<file path="src/rtl/dsp_pipe_skid_reg.sv">
// dsp_pipe_skid_reg: two-entry valid/ready pipeline register for DSP operand and result paths.
// Latency: a beat accepted on one rising edge is presented on m_valid/m_data right after that edge.
// Backpressure: a skid entry absorbs one stalled beat; s_ready is decoded from state only, never from m_ready.
module dsp_pipe_skid_reg #(
   parameter int WIDTH = 18
) (
   input  logic             clk,
   input  logic             rst,
   input  logic             flush,
   input  logic             s_valid,
   output logic             s_ready,
   input  logic [WIDTH-1:0] s_data,
   output logic             m_valid,
   input  logic             m_ready,
   output logic [WIDTH-1:0] m_data,
   output logic [1:0]       count
);

   // Occupancy state: main register holds the oldest beat, skid holds the second.
   typedef enum logic [1:0] {
      EMPTY = 2'd0,
      ONE   = 2'd1,
      TWO   = 2'd2
   } state_t;

   state_t           state;
   state_t           state_nxt;

   logic [WIDTH-1:0] main;
   logic [WIDTH-1:0] skid;

   logic             in_xfer;
   logic             out_xfer;
   logic             load_main_in;
   logic             load_main_skid;
   logic             load_skid;

   // Handshakes complete only when both sides agree; s_ready/m_valid are state decodes.
   assign in_xfer  = s_valid & s_ready;
   assign out_xfer = m_valid & m_ready;

   // State register; reset empties the stage immediately.
   always_ff @(posedge clk or posedge rst) begin
      if (rst) begin
         state <= EMPTY;
      end else begin
         state <= state_nxt;
      end
   end

   // Next-state and data-load selection; flush wins over any handshake in the same cycle.
   always_comb begin
      state_nxt      = state;
      load_main_in   = 1'b0;
      load_main_skid = 1'b0;
      load_skid      = 1'b0;
      if (flush) begin
         state_nxt = EMPTY;
      end else begin
         case (state)
            EMPTY: begin
               if (in_xfer) begin
                  state_nxt    = ONE;
                  load_main_in = 1'b1;
               end
            end
            ONE: begin
               if (in_xfer && out_xfer) begin
                  // Oldest beat leaves while the new one takes its place.
                  load_main_in = 1'b1;
               end else if (in_xfer) begin
                  // Consumer stalled: park the new beat behind the main register.
                  state_nxt = TWO;
                  load_skid = 1'b1;
               end else if (out_xfer) begin
                  state_nxt = EMPTY;
               end
            end
            TWO: begin
               // s_ready is low here, so only a drain can happen.
               if (out_xfer) begin
                  state_nxt      = ONE;
                  load_main_skid = 1'b1;
               end
            end
            default: begin
               state_nxt = EMPTY;
            end
         endcase
      end
   end

   // Output decode of the state register only, keeping both handshake outputs free of input paths.
   always_comb begin
      s_ready = 1'b1;
      m_valid = 1'b0;
      count   = 2'd0;
      case (state)
         EMPTY: begin
            s_ready = 1'b1;
            m_valid = 1'b0;
            count   = 2'd0;
         end
         ONE: begin
            s_ready = 1'b1;
            m_valid = 1'b1;
            count   = 2'd1;
         end
         TWO: begin
            s_ready = 1'b0;
            m_valid = 1'b1;
            count   = 2'd2;
         end
         default: begin
            s_ready = 1'b1;
            m_valid = 1'b0;
            count   = 2'd0;
         end
      endcase
   end

   // Data registers; flush leaves them untouched since m_valid already masks stale contents.
   always_ff @(posedge clk or posedge rst) begin
      if (rst) begin
         main <= '0;
         skid <= '0;
      end else begin
         if (load_main_in) begin
            main <= s_data;
         end else if (load_main_skid) begin
            main <= skid;
         end
         if (load_skid) begin
            skid <= s_data;
         end
      end
   end

   assign m_data = main;

endmodule

</file>
<file path="config.mk">
export PLATFORM = sky130hd
export DESIGN_NAME = dsp_pipe_skid_reg
export DESIGN_NICKNAME = d
export VERILOG_FILES = /design/src/rtl/dsp_pipe_skid_reg.sv
export SDC_FILE = /design/constraint.sdc
export NUM_CORES = 1
export LEC_CHECK = 0
export ABC_AREA = 1
export CORE_ASPECT_RATIO = 1.25
export CORE_MARGIN = 5
export CORE_UTILIZATION = 45
export CTS_CLUSTER_DIAMETER = 150
export DETAILED_ROUTE_END_ITERATION = 8
export MAX_ROUTING_LAYER = met4
export PLACE_DENSITY = 0.72
export SLEW_MARGIN = 5
export SYNTH_ARGS = -nofsm -noshare
export SYNTH_HDL_FRONTEND = slang
export SYNTH_SLANG_ARGS = --single-unit
export TNS_END_PERCENT = 50
</file>
<file path="constraint.sdc">
create_clock -name clk -period 2 [get_ports clk]
set_clock_uncertainty 0.05 [all_clocks]
set_input_delay 0.4 -clock clk [delete_from_list [all_inputs] [get_ports clk]]
set_output_delay 0.4 -clock clk [all_outputs]
set_load 0.01 [all_outputs]
</file>
==> results of run 1 <==
## sequential cells by signal, indices dropped and copies added, names as in the netlist
register,count
m_data,18
skid,18
state,2
## logic make-up (layout without fill, tap and decap cells)
group / after synthesis / count (layout) / synth area share (%)
and+or+nand+nor: 112 / 112 / 35.2
DFF: 38 / 38 / 44.0
buffers and inverters: 37 / 90 / 10.1
AOI/OAI and AO/OA: 20 / 20 / 7.76
adders and majority gates: 5 / 5 / 2.90
## cell usage after synthesis, drive strengths merged
cell type | number | area (sq um)
a21oi | 1 | 5.00
buf | 8 | 98.8
clkbuf | 1 | 7.51
dfrtp | 38 | 951
ha | 5 | 62.6
inv | 28 | 113
nand2 | 47 | 241
nand3 | 60 | 468
nor2 | 5 | 51.3
o21ai | 19 | 163
## critical path: stages (launching register included)
cell           delay [ps]
dfrtp_2               420
inv_2                  70
ha_4                  290
dlygate4sd2_1         280
## cell type report
class	instances	area, sq um	area share (%)
Sequential cell	38	952	34.0
Multi-Input combinational cell	137	1020	36.2
Clock buffer	7	86.3	3.08
Clock inverter	1	5.00	0.179
Tap cell	60	75.1	2.68
Inverter	28	113	4.02
Timing Repair Buffer	54	556	19.8
## report_power, final
part | leakage, nW | total [mW] | internal, mW | switching, mW
Sequential | 0.473 | 1.37 | 1.13 | 0.238
Clock | 0.0482 | 0.549 | 0.278 | 0.270
Combinational | 0.873 | 1.43 | 0.759 | 0.674
## timing repair
item | in CTS | in global routing
resized for setup | 7 | 3
buffers inserted | 2 | 0
pin swaps | 0 | 0
hold endpoints to repair | 0 | 0
hold buffers | 0 | 0
setup endpoints to repair | 2 | 2
## per-stage QoR
stage / util, % / area (sq um) / total power, mW / worst slack [ps]
after floorplan: - / 2160 / 2.18 / 327
after global placement: 56.8 / 2670 / 2.76 / 89.8
after detailed placement: 56.8 / 2670 / 2.80 / 78.0
after CTS: 59.6 / 2800 / 3.38 / 19.2
after global routing: 59.7 / 2800 / 3.61 / 133
final: 59.7 / 2800 / 3.35 / 190
## layer usage
metal  vias up  GRT usage, %  wire (um)
met5         -             -          0
met4         0          3.59         47
met3         6          3.58        207
met2        39          25.4       2080
met1       742          19.7       2000
li1        793             -          -
## final timing paths
check                                      from               endpoint  slack [ps]  cells past startpoint
max reg2reg                state[1]$_DFFE_PP0P_  m_data[3]$_DFFE_PP0P_         360                      8
min in group asynchronous                   rst   skid[14]$_DFFE_PP0P_         470                      3
min reg2reg                skid[10]$_DFFE_PP0P_   skid[10]$_DFFE_PP0P_         440                      2
max                        state[1]$_DFFE_PP0P_                m_valid         190                      3
min                        skid[10]$_DFFE_PP0P_   skid[10]$_DFFE_PP0P_         440                      2
max in group asynchronous                   rst   state[1]$_DFFE_PP0P_        1060                      3
==> out/qor.csv, run 1 <==
metric,value,unit
portBuffers,44,
grt_pass1_wl,7.51,mm
cellPowerDensity,1190,nW/um^2
antenna_found_initial,0,
slew_viol_final,0,
fmax,0.553,GHz
h-tree-depth,2,
fin_cells,325,
crit_path_max_fanout,4,
min_period,1810,ps
ys_warn_count,0,
hold_viol,0,
dpl.cell_count,315,
cap_violations,0,
root_buffer,clkbuf_8,
required,1550,ps
clk_pin_slew,70,ps
crit_path_end_kind,output pin,
netlist_area,2160,sq um
antenna_cells,0,
vias,1580,
fin_crit_sh,90.5,%
synthDistinctLibCells,21,
syn-instance-count,212,
status,completed,
p_leak,1.39,nW
final_common_cell,clkdlybuf4s50_1,
vias_per_cell,4.86,
gp_congestion,0.771,
maxSlewHeadroom,67.5,%
routed_wirelength,4.33,mm
clock-sinks,38,
dp_hpwl,2.98,mm
drt_pass1_iterations,4,
crit_path_start_kind,flop,
drc_errors,0,
grt_overflow,0,
die_area,6300,sq um
wl_per_cell,13.3,um
cts_buffers,5,
grt_pass1_vias,1601,
worstPathArrival,1360,ps
yosysSeqAreaShare,44.0,%
worst_slew_pin_slew,487,ps
drtIter0Drc,95,
worstSetupPathType,reg -> out,
drive_gt1_share,35.1,%
nets,292,
fillCellCount,415,
initial_core_util,46.0,%
clk-insertion-delay-late,280,ps
grt_max_degree,39,
mostFrequentLayoutCells,"clkdlybuf4s50_1, dfrtp_1, nand3_2, nand2_1, nand3_1",
ir_drop,0.000626,V
ant_nets,0,
rsz0062_at_grt,false,
die_h,87.5,um
die_x,72.0,um
hold_slack,437,ps
globalRouteTotalUtil,15.6,%
hold_path.class,reg -> reg,
synthToLayoutAreaGrowth,29.7,%
rows,28,
syn-num-nets,240,
avgSynthCellArea,10.2,sq um
clockBufferDepth,2,
core-area,4690,sq um
finalSetupViolCount,0,
pin_count,45,
fin_setup_tns,0,ps
synth-seq-cells,38,
cts_tree,yes,
Power figures use the tool's default switching activity.
==> inputs of run 2 (changes only) <==
Settings changed: SKIP_LAST_GASP from default to 1.
==> out/qor.csv, run 2 (synthesis gave the netlist of run 1 again) <==
metric,value,unit,change
portBuffers,44,,unchanged
rsz0062_at_grt,true,,
p_leak,1.37,nW,-1.9%
cts_buffers,5,,unchanged
die_h,87.5,um,unchanged
pin_count,45,,unchanged
globalRouteTotalUtil,15.6,%,unchanged
nets,292,,unchanged
cp_slowest_cell,clkdlybuf4s50_1,,
final_util,59.6,%,about the same
fmax,0.490,GHz,-11%
hold_viol,0,,unchanged
drt_pass1_iterations,4,,unchanged
drive_gt1_share,34.0,%,-1.1 points
clk-insertion-delay-late,280,ps,about the same
clockBufferDepth,2,,unchanged
drc_errors,0,,unchanged
grt_pass1_vias,1601,,unchanged
slowest_delay,530,ps,+110 ps
vias,1579,,-0.063%
maxSlewHeadroom,67.5,%,about the same
worst_slew_pin_slew,488,ps,+0.760 ps
fin_cells,325,,unchanged
hold_buffers,0,,unchanged
rows,28,,unchanged
clock-sinks,38,,unchanged
hold_path.class,reg -> reg,,
drtIter0Drc,89,,-6.3%
status,finished with violations,,
root_buffer,clkbuf_8,,
violations,setup timing,,
required,1550,ps,about the same
ant_nets,0,,unchanged
ir_drop,0.000625,V,about the same
fin_setup_tns,-47.4,ps,-47.4 ps
antenna_found_initial,0,,unchanged
layout_setup_ws,-39.0,ps,-229 ps
gp_congestion,0.771,,unchanged
mostFrequentLayoutCells,"clkdlybuf4s50_1, dfrtp_1, nand3_2, nand2_1, nand3_1",,
dpl.cell_count,315,,unchanged
crit_path_end_kind,output pin,,
grt_pass1_wl,7.51,mm,unchanged
antenna_cells,0,,unchanged
worstPathArrival,1590,ps,+230 ps
cellPowerDensity,1200,nW/um^2,about the same
vias_per_cell,4.86,,about the same
dp_hpwl,2.98,mm,unchanged
min_period,2040,ps,+229 ps
die_area,6300,sq um,unchanged
finalSetupViolCount,2,,+2
synthToLayoutAreaGrowth,29.6,%,about the same
final_common_cell,clkdlybuf4s50_1,,
grt_overflow,0,,unchanged
h-tree-depth,2,,unchanged
worstSetupPathType,reg -> out,,
routed_wirelength,4.31,mm,-0.46%
fin_crit_sh,102,%,+11 points
cap_violations,0,,unchanged
grt_max_degree,39,,unchanged
crit_path_max_fanout,4,,unchanged
initial_core_util,46.0,%,unchanged
crit_chain,"inv_1, ha_1, clkdlybuf4s50_1",,
core-area,4690,sq um,unchanged
totalPowerFinal,3.35,mW,about the same
crit_path_start_kind,flop,,
cts_tree,yes,,
die_x,72.0,um,unchanged
wl_per_cell,13.2,um,-0.46%
clk_pin_slew,70,ps,about the same
slew_viol_final,0,,unchanged
[run 2: changes by cell type in the layout (fill, tap and decap cells not counted)]
| cell | previous run | this run |
|---|---|---|
| clkdlybuf4s50_1 | 40 | 42 |
| dfrtp_1 | 37 | 38 |
| dfrtp_2 | 1 | 0 |
| dlygate4sd2_1 | 2 | 1 |
| dlymetal6s2s_1 | 2 | 1 |
| inv_1 | 23 | 25 |
| inv_2 | 4 | 2 |
[run 2: worst max-delay path: cells and delay by family, from the launching register on]
family | cells | cell delay, ps
buffers and inverters | 2 | 690
adder cells (fa/ha/maj) | 1 | 170
flip-flops | 1 | 440
[run 2: stage by stage]
stage,worst slack (ps),hold WS [ps],cell area (sq um)
global placement,89.8,415,2670
floorplan,327,405,2160
global route,-109,452,2800
finish,-39.0,437,2800
detailed placement,78.0,419,2670
CTS,-54.4,439,2800
[run 2: what timing repair did]
action | 4_1_cts | 5_1_grt
setup buffers | 2 | 0
setup endpoints to repair | 2 | 3
resized for setup | 4 | 1
[run 2: path summary, 6_finish.rpt]
| path | from | to | slack [ps] | cells after the start |
|---|---|---|---|---|
| worst max register to register | state[0]$_DFFE_PP0P_ | m_data[3]$_DFFE_PP0P_ | 330 | 9 |
| worst min register to register | skid[10]$_DFFE_PP0P_ | skid[10]$_DFFE_PP0P_ | 440 | 2 |
| worst min-delay path | skid[10]$_DFFE_PP0P_ | skid[10]$_DFFE_PP0P_ | 440 | 2 |
| worst max-delay path | state[1]$_DFFE_PP0P_ | count[0] | -40 | 3 |
| max in group asynchronous | rst | m_data[9]$_DFFE_PP0P_ | 1080 | 3 |
| min in group asynchronous | rst | skid[14]$_DFFE_PP0P_ | 470 | 3 |
[run 2: routing by layer]
metal	up-vias	wire [um]	global-route usage, %	share of wire (%)
li1	790	-	-	-
met1	744	1980	19.7	46
met2	39	2070	25.4	48
met3	6	208	3.58	4.8
met4	0	47	3.59	1.1
met5	-	0	-	0
[run 2: cell type report]
class | count | area, sq um
clock buffer | 7 | 86.3
clock inverter | 1 | 5.00
fill | 416 | 1890
inverter | 28 | 113
multi-input combinational | 137 | 1020
sequential | 38 | 951
tap | 60 | 75.1
timing repair buffer | 54 | 554
[run 2: power breakdown]
part,switching [mW],internal (mW),total (mW),leakage (nW)
clock,0.270,0.278,0.549,0.0482
sequential,0.237,1.13,1.36,0.475
combinational,0.673,0.762,1.44,0.845
==> inputs of run 3 (changes only) <==
Settings changed: ABC_AREA 1 to default, CORE_UTILIZATION 45 to 48, PLACE_DENSITY 0.72 to 0.79.
==> out/qor.csv, run 3 <==
metric,value,unit,change
status,completed,,
worstSetupPathType,reg -> out,,
crit_path_end_kind,output pin,,
synth_area_leaders,"dfrtp_1, mux2_2, mux2i_1",,
drt_pass1_iterations,4,,unchanged
met3_length,181,um,-13%
crit_path_max_fanout,4,,unchanged
drive_gt1_share,18.7,%,-15 points
h-tree-depth,2,,unchanged
p_leak,1.14,nW,-17%
clk_pin_slew,70,ps,about the same
crit_start,state[1]$_DFFE_PP0P_,,
drc_errors,0,,unchanged
mostFrequentLayoutCells,"clkdlybuf4s50_1, dfrtp_1, nand2_1, mux2i_1, mux2_2",,
yosys.cell_count.top_type,dfrtp_1,,
seq_area,951,sq um,unchanged
worstHoldStart,skid[2]$_DFFE_PP0P_,,
cellPowerDensity,1360,nW/um^2,+14%
crit_path_start_kind,flop,,
clockBufferDepth,2,,unchanged
yosysSeqAreaShare,54.6,%,+11 points
cts_tree,yes,,
worst_slew_pin_slew,466,ps,-22.2 ps
grt_max_degree,39,,unchanged
initial_core_util,49.6,%,+3.6 points
grt_pass1_vias,1347,,-16%
synth_commonest_cells,"dfrtp_1, nand2_1, mux2_2, mux2i_1, o21ai_0",,
clk-insertion-delay-late,280,ps,about the same
dp_hpwl,2.61,mm,-12%
maxSlewHeadroom,69.0,%,+1.5 points
synth-seq-cells,38,,unchanged
p_sw,0.994,mW,-16%
ant_nets,0,,unchanged
power.internal,2.27,mW,+4.9%
fin_area,2390,sq um,-14%
ys_warn_count,0,,unchanged
die_area,4940,sq um,-21%
vias,1262,,-20%
hold_viol,0,,unchanged
p_seq_share,40.7,%,about the same
die_x,63.9,um,-11%
combPwrFrac,40.4,%,-2.5 points
netlist_area,1740,sq um,-19%
finalSetupViolCount,0,,-2
route.met2.wl,1.95,mm,-5.8%
wl_per_cell,15.5,um,+17%
drtIter0Drc,56,,-37%
avgSynthCellArea,12.1,sq um,+19%
cts_buffers,5,,unchanged
synth_top_area_share,54.6,%,+11 points
cap_violations,0,,unchanged
core-area,3510,sq um,-25%
multiInputGateArea,734,sq um,-28%
hold_path.class,reg -> reg,,
root_buffer,clkbuf_8,,
portBuffers,44,,unchanged
antenna_cells,0,,unchanged
fillCellCount,261,,-37%
hold_buffers,0,,unchanged
required,1550,ps,about the same
fin_crit_sh,98.8,%,-3.2 points
die_h,77.4,um,-12%
fin_setup_tns,0,ps,+47.4 ps
pin_count,45,,unchanged
ys.flop_type,dfrtp_1,,
place_area,2280,sq um,-14%
syn-num-nets,172,,-28%
wl_met1,1.49,mm,-25%
nets,225,,-23%
rsz0062_at_grt,true,,
ys_async_sr_fraction,100,%,unchanged
yosysTopAreaCell,dfrtp_1,,
rows,24,,-14%
ir_drop,0.00103,V,+64%
grt_overflow,0,,unchanged
clock-sinks,38,,unchanged
synthToLayoutAreaGrowth,37.4,%,
min_period,1980,ps,-63.1 ps
gp_congestion,0.777,,+0.87%
worstPathArrival,1530,ps,-60 ps
synthDistinctLibCells,25,,+19%
top_layer_used,met4,,
antenna_found_initial,0,,unchanged
globalRouteTotalUtil,16.2,%,+0.59 points
timing.rr.start,state[1]$_DFFE_PP0P_,,
routed_wirelength,3.67,mm,-15%
grt_pass1_wl,6.22,mm,-17%
final_common_cell,clkdlybuf4s50_1,,
slew_viol_final,0,,unchanged
fmax,0.506,GHz,+3.2%
vias_per_cell,5.32,,+9.6%
synth-edff-count,0,,unchanged
swShare,30.4,%,-4.8 points
syn-instance-count,144,,-32%
p_clk_share,18.9,%,+2.5 points
-- run 3: cell count changes after synthesis, sizes merged, moves of 2 or more --
cell | before | now
nand2 | 47 | 22
inv | 28 | 5
mux2 | 0 | 18
o21ai | 19 | 21
nor2 | 5 | 0
buf | 8 | 5
mux2i | 0 | 18
or3 | 0 | 2
nand3 | 60 | 0
-- run 3: kinds of logic (layout without fill, tap and decap cells) --
logic type | count (synthesis) | count (layout) | share of synthesized area (%)
AO/OA/AOI/OAI | 25 | 25 | 7.90
buffers and inverters | 11 | 65 | 3.80
flip-flops | 38 | 38 | 54.6
adder cells (fa/ha/maj) | 5 | 5 | 3.59
multiplexers | 36 | 36 | 22.0
AND/OR/NAND/NOR | 29 | 29 | 8.18
-- run 3: critical path, stage by stage, from the launching register on --
cell and delay [ps]:
dfrtp_1 410, inv_1 140, ha_1 160, clkdlybuf4s50_1 540
-- run 3: cell type report --
class | count | area share (%)
Inverter | 5 | 0.784
Clock buffer | 7 | 3.19
Clock inverter | 1 | 1.25
Sequential cell | 38 | 39.7
Multi-Input combinational cell | 95 | 30.7
Timing Repair Buffer | 52 | 22.4
Tap cell | 39 | 2.04
-- run 3: power by group through the flow --
stage	logic (mW)	registers (mW)	clock network, mW
after global routing	1.44	1.37	0.681
after global placement	1.25	1.33	0
after CTS	1.34	1.33	0.636
final	1.32	1.33	0.616
after floorplan	0.603	1.39	0
after detailed placement	1.32	1.35	0
-- run 3: per-layer routing --
layer,vias to the layer above,GRT usage (%)
li1,608,-
met1,611,18.7
met2,36,26.2
met3,7,5.35
met4,0,5.41
met5,-,-
-- run 3: path summary, 6_finish.rpt --
check | cells past startpoint | slack (ps) | endpoint
worst max register to register | 7 | 80 | m_data[1]$_DFFE_PP0P_
worst min register to register | 1 | 460 | skid[2]$_DFFE_PP0P_
min in group asynchronous | 3 | 480 | skid[11]$_DFFE_PP0P_
worst max-delay path | 3 | 20 | count[0]
worst min-delay path | 1 | 460 | skid[2]$_DFFE_PP0P_
max in group asynchronous | 3 | 1100 | skid[2]$_DFFE_PP0P_
-- run 3: stage by stage --
step / cells / hold slack (ps) / setup slack (ps) / total power, mW / util, %
global route: 237 / 470 / -31.8 / 3.50 / 68.2
CTS: 237 / 457 / -4.14 / 3.30 / 68.2
finish: 237 / 456 / 24.1 / 3.27 / 68.2
detailed placement: 228 / 442 / -8.09 / 2.67 / 65.0
floorplan: 144 / 429 / 38.5 / 1.99 / -
global placement: 228 / 437 / 73.5 / 2.59 / 65.0
-- run 3: repair_timing --
item	4_1_cts	5_1_grt
setup endpoints to repair	5	7
setup buffers	1	0
hold endpoints to repair	0	0
gates resized for setup	2	3
